[src/rtl/wfq_pkg.sv]
// wfq_pkg: shared widths, pipeline-stage struct and saturating tag adder for the WFQ tag engine.
package wfq_pkg;
  localparam int DW = 16;
  localparam int FLOW_W = 4;
  localparam int IW = 8;
  localparam int NFLOWS = 2 ** FLOW_W;
  typedef struct packed {
    logic vld;
    logic [FLOW_W-1:0] flow;
    logic [DW-1:0] len;
    logic [DW-1:0] s;
  } stage_t;
  // Returns {sat, tag}; the sum is one bit wider than the product so nothing is lost before clipping.
  function automatic logic [DW:0] sat_add(input logic [DW-1:0] s, input logic [DW+IW-1:0] p);
    logic [DW+IW:0] sum;
    sum = {{(IW+1){1'b0}}, s} + {1'b0, p};
    return (|sum[DW+IW:DW]) ? {1'b1, {DW{1'b1}}} : {1'b0, sum[DW-1:0]};
  endfunction
endpackage

[src/rtl/wfq_mul_pipe.sv]
// wfq_mul_pipe: LAT-stage unsigned len*inv_w multiplier carrying the stage struct alongside.
module wfq_mul_pipe import wfq_pkg::*; #(
  parameter int LAT = 2
) (
  input  logic              clk,
  input  logic              rst,
  input  logic              en,
  input  stage_t            in,
  input  logic [DW-1:0]     a,
  input  logic [IW-1:0]     b,
  output stage_t            st [LAT],
  output logic [DW+IW-1:0]  p
);
  logic [DW+IW-1:0] pr [LAT];
  always_ff @(posedge clk) begin
    if (rst) begin
      for (int i = 0; i < LAT; i++) begin
        st[i] <= '0;
        pr[i] <= '0;
      end
    end else if (en) begin
      st[0] <= in;
      pr[0] <= {{IW{1'b0}}, a} * {{DW{1'b0}}, b};
      for (int i = 1; i < LAT; i++) begin
        st[i] <= st[i-1];
        pr[i] <= pr[i-1];
      end
    end
  end
  assign p = pr[LAT-1];
endmodule

[src/rtl/wfq_tag_engine.sv]
// wfq_tag_engine: SCFQ finish-tag engine, tag = max(V, F_last[f]) + len*inv_w[f], with per-flow backlog.
module wfq_tag_engine import wfq_pkg::*; #(
  parameter int CNT_W = 8,
  parameter int MUL_LAT = 2
) (
  input  logic              clk,
  input  logic              rst,
  input  logic              cfg_we,
  input  logic [FLOW_W-1:0] cfg_flow,
  input  logic [IW-1:0]     cfg_inv_w,
  input  logic              arr_valid,
  output logic              arr_ready,
  input  logic [FLOW_W-1:0] arr_flow,
  input  logic [DW-1:0]     arr_len,
  input  logic              dep_valid,
  input  logic [FLOW_W-1:0] dep_flow,
  input  logic [DW-1:0]     dep_tag,
  output logic              tag_valid,
  input  logic              tag_ready,
  output logic [FLOW_W-1:0] tag_flow,
  output logic [DW-1:0]     tag_len,
  output logic [DW-1:0]     tag,
  output logic              tag_sat,
  output logic [DW-1:0]     vtime,
  output logic              dep_err
);
  logic [IW-1:0] inv_w [NFLOWS];
  logic [DW-1:0] f_last [NFLOWS];
  logic [CNT_W-1:0] backlog [NFLOWS];
  logic [DW-1:0] v;
  stage_t s0, a_q;
  stage_t m [MUL_LAT];
  logic [DW+IW-1:0] p, a_p;
  logic [DW:0] res;
  logic [NFLOWS-1:0] inc, dec;
  logic en, hazard, idle, wb;
  assign en = ~tag_valid | tag_ready;
  assign wb = en & a_q.vld;
  assign vtime = v;
  assign res = sat_add(a_q.s, a_p);
  // Same-flow RAW guard: F_last/backlog are only final once the packet leaves S_add.
  always_comb begin
    hazard = a_q.vld && a_q.flow == arr_flow;
    idle = ~a_q.vld & ~tag_valid;
    for (int i = 0; i < MUL_LAT; i++) begin
      hazard |= m[i].vld && m[i].flow == arr_flow;
      idle &= ~m[i].vld;
    end
    for (int i = 0; i < NFLOWS; i++) idle &= backlog[i] == '0;
  end
  assign arr_ready = en & ~hazard;
  assign s0 = '{
    vld: arr_valid & arr_ready,
    flow: arr_flow,
    len: arr_len,
    s: (backlog[arr_flow] == '0 || f_last[arr_flow] < v) ? v : f_last[arr_flow]
  };
  wfq_mul_pipe #(.LAT(MUL_LAT)) u_mul (
    .clk(clk), .rst(rst), .en(en), .in(s0), .a(arr_len), .b(inv_w[arr_flow]), .st(m), .p(p)
  );
  always_ff @(posedge clk) begin
    if (rst) begin
      a_q <= '0;
      a_p <= '0;
      tag_valid <= 1'b0;
      tag_flow <= '0;
      tag_len <= '0;
      tag <= '0;
      tag_sat <= 1'b0;
    end else if (en) begin
      a_q <= m[MUL_LAT-1];
      a_p <= p;
      tag_valid <= a_q.vld;
      tag_flow <= a_q.flow;
      tag_len <= a_q.len;
      {tag_sat, tag} <= res;
    end
  end
  // A writeback and a departure on the same flow cancel, so neither clamp nor dep_err applies.
  always_comb begin
    inc = '0;
    dec = '0;
    for (int i = 0; i < NFLOWS; i++) begin
      inc[i] = wb && a_q.flow == FLOW_W'(i) && (backlog[i] != '1 || (dep_valid && dep_flow == FLOW_W'(i)));
      dec[i] = dep_valid && dep_flow == FLOW_W'(i) && (backlog[i] != '0 || (wb && a_q.flow == FLOW_W'(i)));
    end
  end
  always_ff @(posedge clk) begin
    if (rst) begin
      v <= '0;
      dep_err <= 1'b0;
      for (int i = 0; i < NFLOWS; i++) begin
        inv_w[i] <= IW'(1);
        f_last[i] <= '0;
        backlog[i] <= '0;
      end
    end else begin
      v <= idle ? '0 : (dep_valid && dep_tag > v) ? dep_tag : v;
      dep_err <= dep_err | (dep_valid & ~dec[dep_flow]);
      if (cfg_we) inv_w[cfg_flow] <= cfg_inv_w;
      if (wb) f_last[a_q.flow] <= res[DW-1:0];
      for (int i = 0; i < NFLOWS; i++) backlog[i] <= backlog[i] + CNT_W'(inc[i]) - CNT_W'(dec[i]);
    end
  end
endmodule

[config.mk]
export PLATFORM = sky130hd
export DESIGN_NAME = wfq_tag_engine
export DESIGN_NICKNAME = d
export VERILOG_FILES = /design/src/rtl/wfq_pkg.sv /design/src/rtl/wfq_mul_pipe.sv /design/src/rtl/wfq_tag_engine.sv
export SDC_FILE = /design/constraint.sdc
export NUM_CORES = 2
export LEC_CHECK = 0
export CORE_MARGIN = 8
export CORE_UTILIZATION = 50
export DETAILED_ROUTE_END_ITERATION = 12
export DONT_BUFFER_PORTS = 1
export GPL_ROUTABILITY_DRIVEN = 0
export RECOVER_POWER = 25
export SLEW_MARGIN = 20
export SYNTH_ARGS = -nofsm -noshare
export SYNTH_HDL_FRONTEND = slang
export SYNTH_SLANG_ARGS = --single-unit
export TNS_END_PERCENT = 1
[constraint.sdc]
create_clock -name clk -period 9.5 [get_ports clk]
set_clock_uncertainty 0.15 [all_clocks]
set_input_delay 0.95 -clock clk [delete_from_list [all_inputs] [get_ports clk]]
set_output_delay 0.95 -clock clk [all_outputs]
set_load 0.03 [all_outputs]
==> flow_metrics.env <==
export IMPL_outcome="complete, but fails checks"
export IMPL_violations="capacitance limit, slew limit"
export IMPL_clk_latency_ps=640
export IMPL_r2r_end="u_mul.pr[0][23]"
export IMPL_drt_wl_total_um=97900
export IMPL_synth_area_top_cells="edfxtp_1 (32%), dfxtp_1 (16%), ha_1 (9.6%)"
export IMPL_worstSetupPathType="reg -> reg"
export IMPL_worst_setup_path_end_kind="flip-flop"
export IMPL_finalPower_mw=11.5
export IMPL_crit_path_start="inv_w[3][2]"
export IMPL_routed_via_density=5.43
export IMPL_yosys_area_top_type_share_pct=31.6
export IMPL_fin_crit_ps=6120
export IMPL_dp_final_hpwl_um=67300
export IMPL_cts_buffers=84
export IMPL_rsz0062_at_grt="false"
export IMPL_post_synth_top_area_cell="edfxtp_1"
export IMPL_core_area_mm2=0.0817
export IMPL_max_freq_mhz=163
export IMPL_ant_nets=0
export IMPL_avgSynthCellArea_um2=10.6
export IMPL_synthArstFlopShare_pct=0
export IMPL_critical_path_max_stage_delay_ps=640
export IMPL_antenna_found_initial=2
export IMPL_fin_cells=4945
export IMPL_die_h_um=303
export IMPL_startpoint_type="flip-flop"
export IMPL_cp_required_ps=9730
export IMPL_cts_root_buf="clkbuf_16"
export IMPL_drtPass1Iterations=5
export IMPL_place_area_mm2=0.0418
export IMPL_pre_cts_ws_ps=2780
export IMPL_final_layout_size_suffix_gt1_share_pct=7.48
export IMPL_syn_nets=4354
export IMPL_grt_ovfl_total=0
export IMPL_finalCritPeriodShare_pct=64.5
export IMPL_fin_hold_ws_ps=232
export IMPL_netlist_instances=3880
export IMPL_hold_class="in -> reg"
export IMPL_timing_final_ws_setup_ps=3380
export IMPL_seq_area_frac_synth_pct=47.1
export IMPL_ir_drop_uv=185
export IMPL_synth_seq_cells=750
export IMPL_reg2regPathDepth=20
export IMPL_initial_core_util_pct=50.3
export IMPL_final_max_slew_viol_count=95
export IMPL_grt_usage_pct=21.4
export IMPL_dieArea_mm2=0.0916
export IMPL_timing_rr_start="inv_w[3][2]"
export IMPL_hp_start="rst"
export IMPL_setup_violations_final=0
export IMPL_postCtsHoldBufs=0
export IMPL_worstPathArrival_ps=6350
export IMPL_power_density_mw_per_mm2=258
export IMPL_cts_post_setup_buffers_inserted=0
export IMPL_die_x_um=303
export IMPL_synth_enable_flop_cells=432
export IMPL_worst_pin_slew_ps=3260
export IMPL_ys_flop_type="edfxtp_1"
export IMPL_p_leak_nw=17.7
export IMPL_grt_pass1_vias=27000
export IMPL_htreeDepth=3
export IMPL_dp_cells=4789
export IMPL_grt_pass1_wl_um=154000
export IMPL_fin_util_pct=54.5
export IMPL_post_cts_resized=0
export IMPL_drv_cap=2
export IMPL_ios=114
export IMPL_drt_iter0_markers=1973
export IMPL_port_buffers=0
export IMPL_hold_viol=0
export IMPL_final_cell_area_mm2=0.0445
export IMPL_clk_pin_slew_ps=60
export IMPL_wl_per_cell_um=19.8
export IMPL_max_slew_margin_pct=-117
export IMPL_synth_cell_types=67
export IMPL_synthTopCellsByCount="nor2_1 (495), edfxtp_1 (432), nand2_1 (418)"
export IMPL_grt_max_degree=278
export IMPL_cts_tree="yes"
export IMPL_numClockSinks=750
export IMPL_path_max_fanout=16
export IMPL_crit_chain="mux4_2 > mux4_2 > and2_1 > fa_1 > inv_1 > fa_1 > inv_1 > fa_1 > inv_1 > fa_1 > inv_1 > ha_1 > o21a_1 > o31a_1 > o211ai_1 > nand2_1 > a211oi_1 > nor3_1 > o21ai_0 > o31ai_1"
export IMPL_diodes=0
export IMPL_yosysWarnings=0
export IMPL_area_growth_pct=8.37
export IMPL_num_rows=105
export IMPL_syn_area_mm2=0.0411
export IMPL_cts_buffer_depth=3
export IMPL_cp_slowest_cell="mux4_2"
export IMPL_synth_most_common_cell="nor2_1"
export IMPL_min_path_cells=1
export IMPL_vias=26900
export IMPL_r2r_slack_ps=3380
export IMPL_finalSetupTns_ps=0
export IMPL_holdPathEnd="a_q[18]"
export IMPL_final_nets=4279
export IMPL_drc_errors=0
export IMPL_num_fill_cells=7226
==> where the power goes <==
part / switching (mW) / total, mW / internal (mW)
registers: 0.297 / 4.14 / 3.84
clock network: 1.37 / 3.19 / 1.83
logic: 2.40 / 4.16 / 1.77
total: 4.06 / 11.5 / 7.44
==> worst max-delay path: cells and delay by family, from the launching register on <==
family	cells	cell delay, ps
flops	1	440
fa+ha+maj	5	2330
simple gates	3	510
mux	2	1120
buf+inv	4	200
compound gates	6	1120
==> flip-flops by register name (all words and copies together) (netlist names), 24 cells and up <==
signal	count
a_p	24
f_last	256
a_q	37
backlog	128
u_mul.st	74
inv_w	128
u_mul.pr	48
==> layer usage <==
layer  part of all wire, %  up-vias  global-route usage, %  wire, um
met5                     0        -                      0         0
met4                   2.4        0                   5.82      2400
met3                   6.7      151                   4.46      6590
met2                    45      656                   33.9     44100
met1                    46    13000                   29.9     44800
li1                      -    13100                      -         -
==> layout make-up <==
type / instances / area (um2) / share of cell area [%]
tap: 1070 / 1340 / 3.01
clock buffer: 115 / 2380 / 5.35
inverter: 313 / 1170 / 2.64
clock inverter: 41 / 350 / 0.787
sequential: 750 / 19300 / 43.5
multi-input combinational: 2627 / 19700 / 44.4
timing repair buffer: 29 / 174 / 0.391
==> worst max-delay path by stage <==
stage | end | slack, ps | depth (start not counted)
detailed placement | u_mul.pr[0][23] | 2780 | 20
global placement | u_mul.pr[0][22] | 2820 | 20
floorplan | u_mul.pr[0][23] | 2430 | 21
CTS | u_mul.pr[0][23] | 3350 | 20
finish | u_mul.pr[0][23] | 3380 | 20
global route | u_mul.pr[0][22] | 3080 | 20
==> cell families after synthesis <==
group,count (synthesis),synth area share [%]
AOI/OAI and AO/OA,514,7.40
xor gates and xnor gates,135,2.88
adders and majority gates,416,14.5
buffers and inverters,503,4.88
DFF,750,47.1
muxes,158,7.54
and+or+nand+nor,1404,15.7
==> cells in the final DEF (no fill, tap or decap), types with 16 or more instances in the layout <==
master,Yosys,layout
a31oi_1,22,22
mux2i_1,35,35
and3_1,39,39
nor3_1,47,47
and2_0,1,62
nor2b_1,31,31
inv_1,312,311
and2_1,238,177
dfxtp_1,318,318
edfxtp_1,432,432
nand2_1,418,418
nand3_1,22,22
a21o_1,32,32
mux4_2,121,121
clkbuf_16,0,87
xnor2_1,77,77
fa_1,101,101
nand4_1,30,30
nor4_1,21,20
xor2_1,58,58
nor2_1,495,495
o21ai_0,73,73
clkbuf_1,133,31
a21oi_1,271,271
ha_1,315,315
clkinv_2,0,16
o21bai_1,51,51
Note: power is estimated with default switching activity, not from simulation.
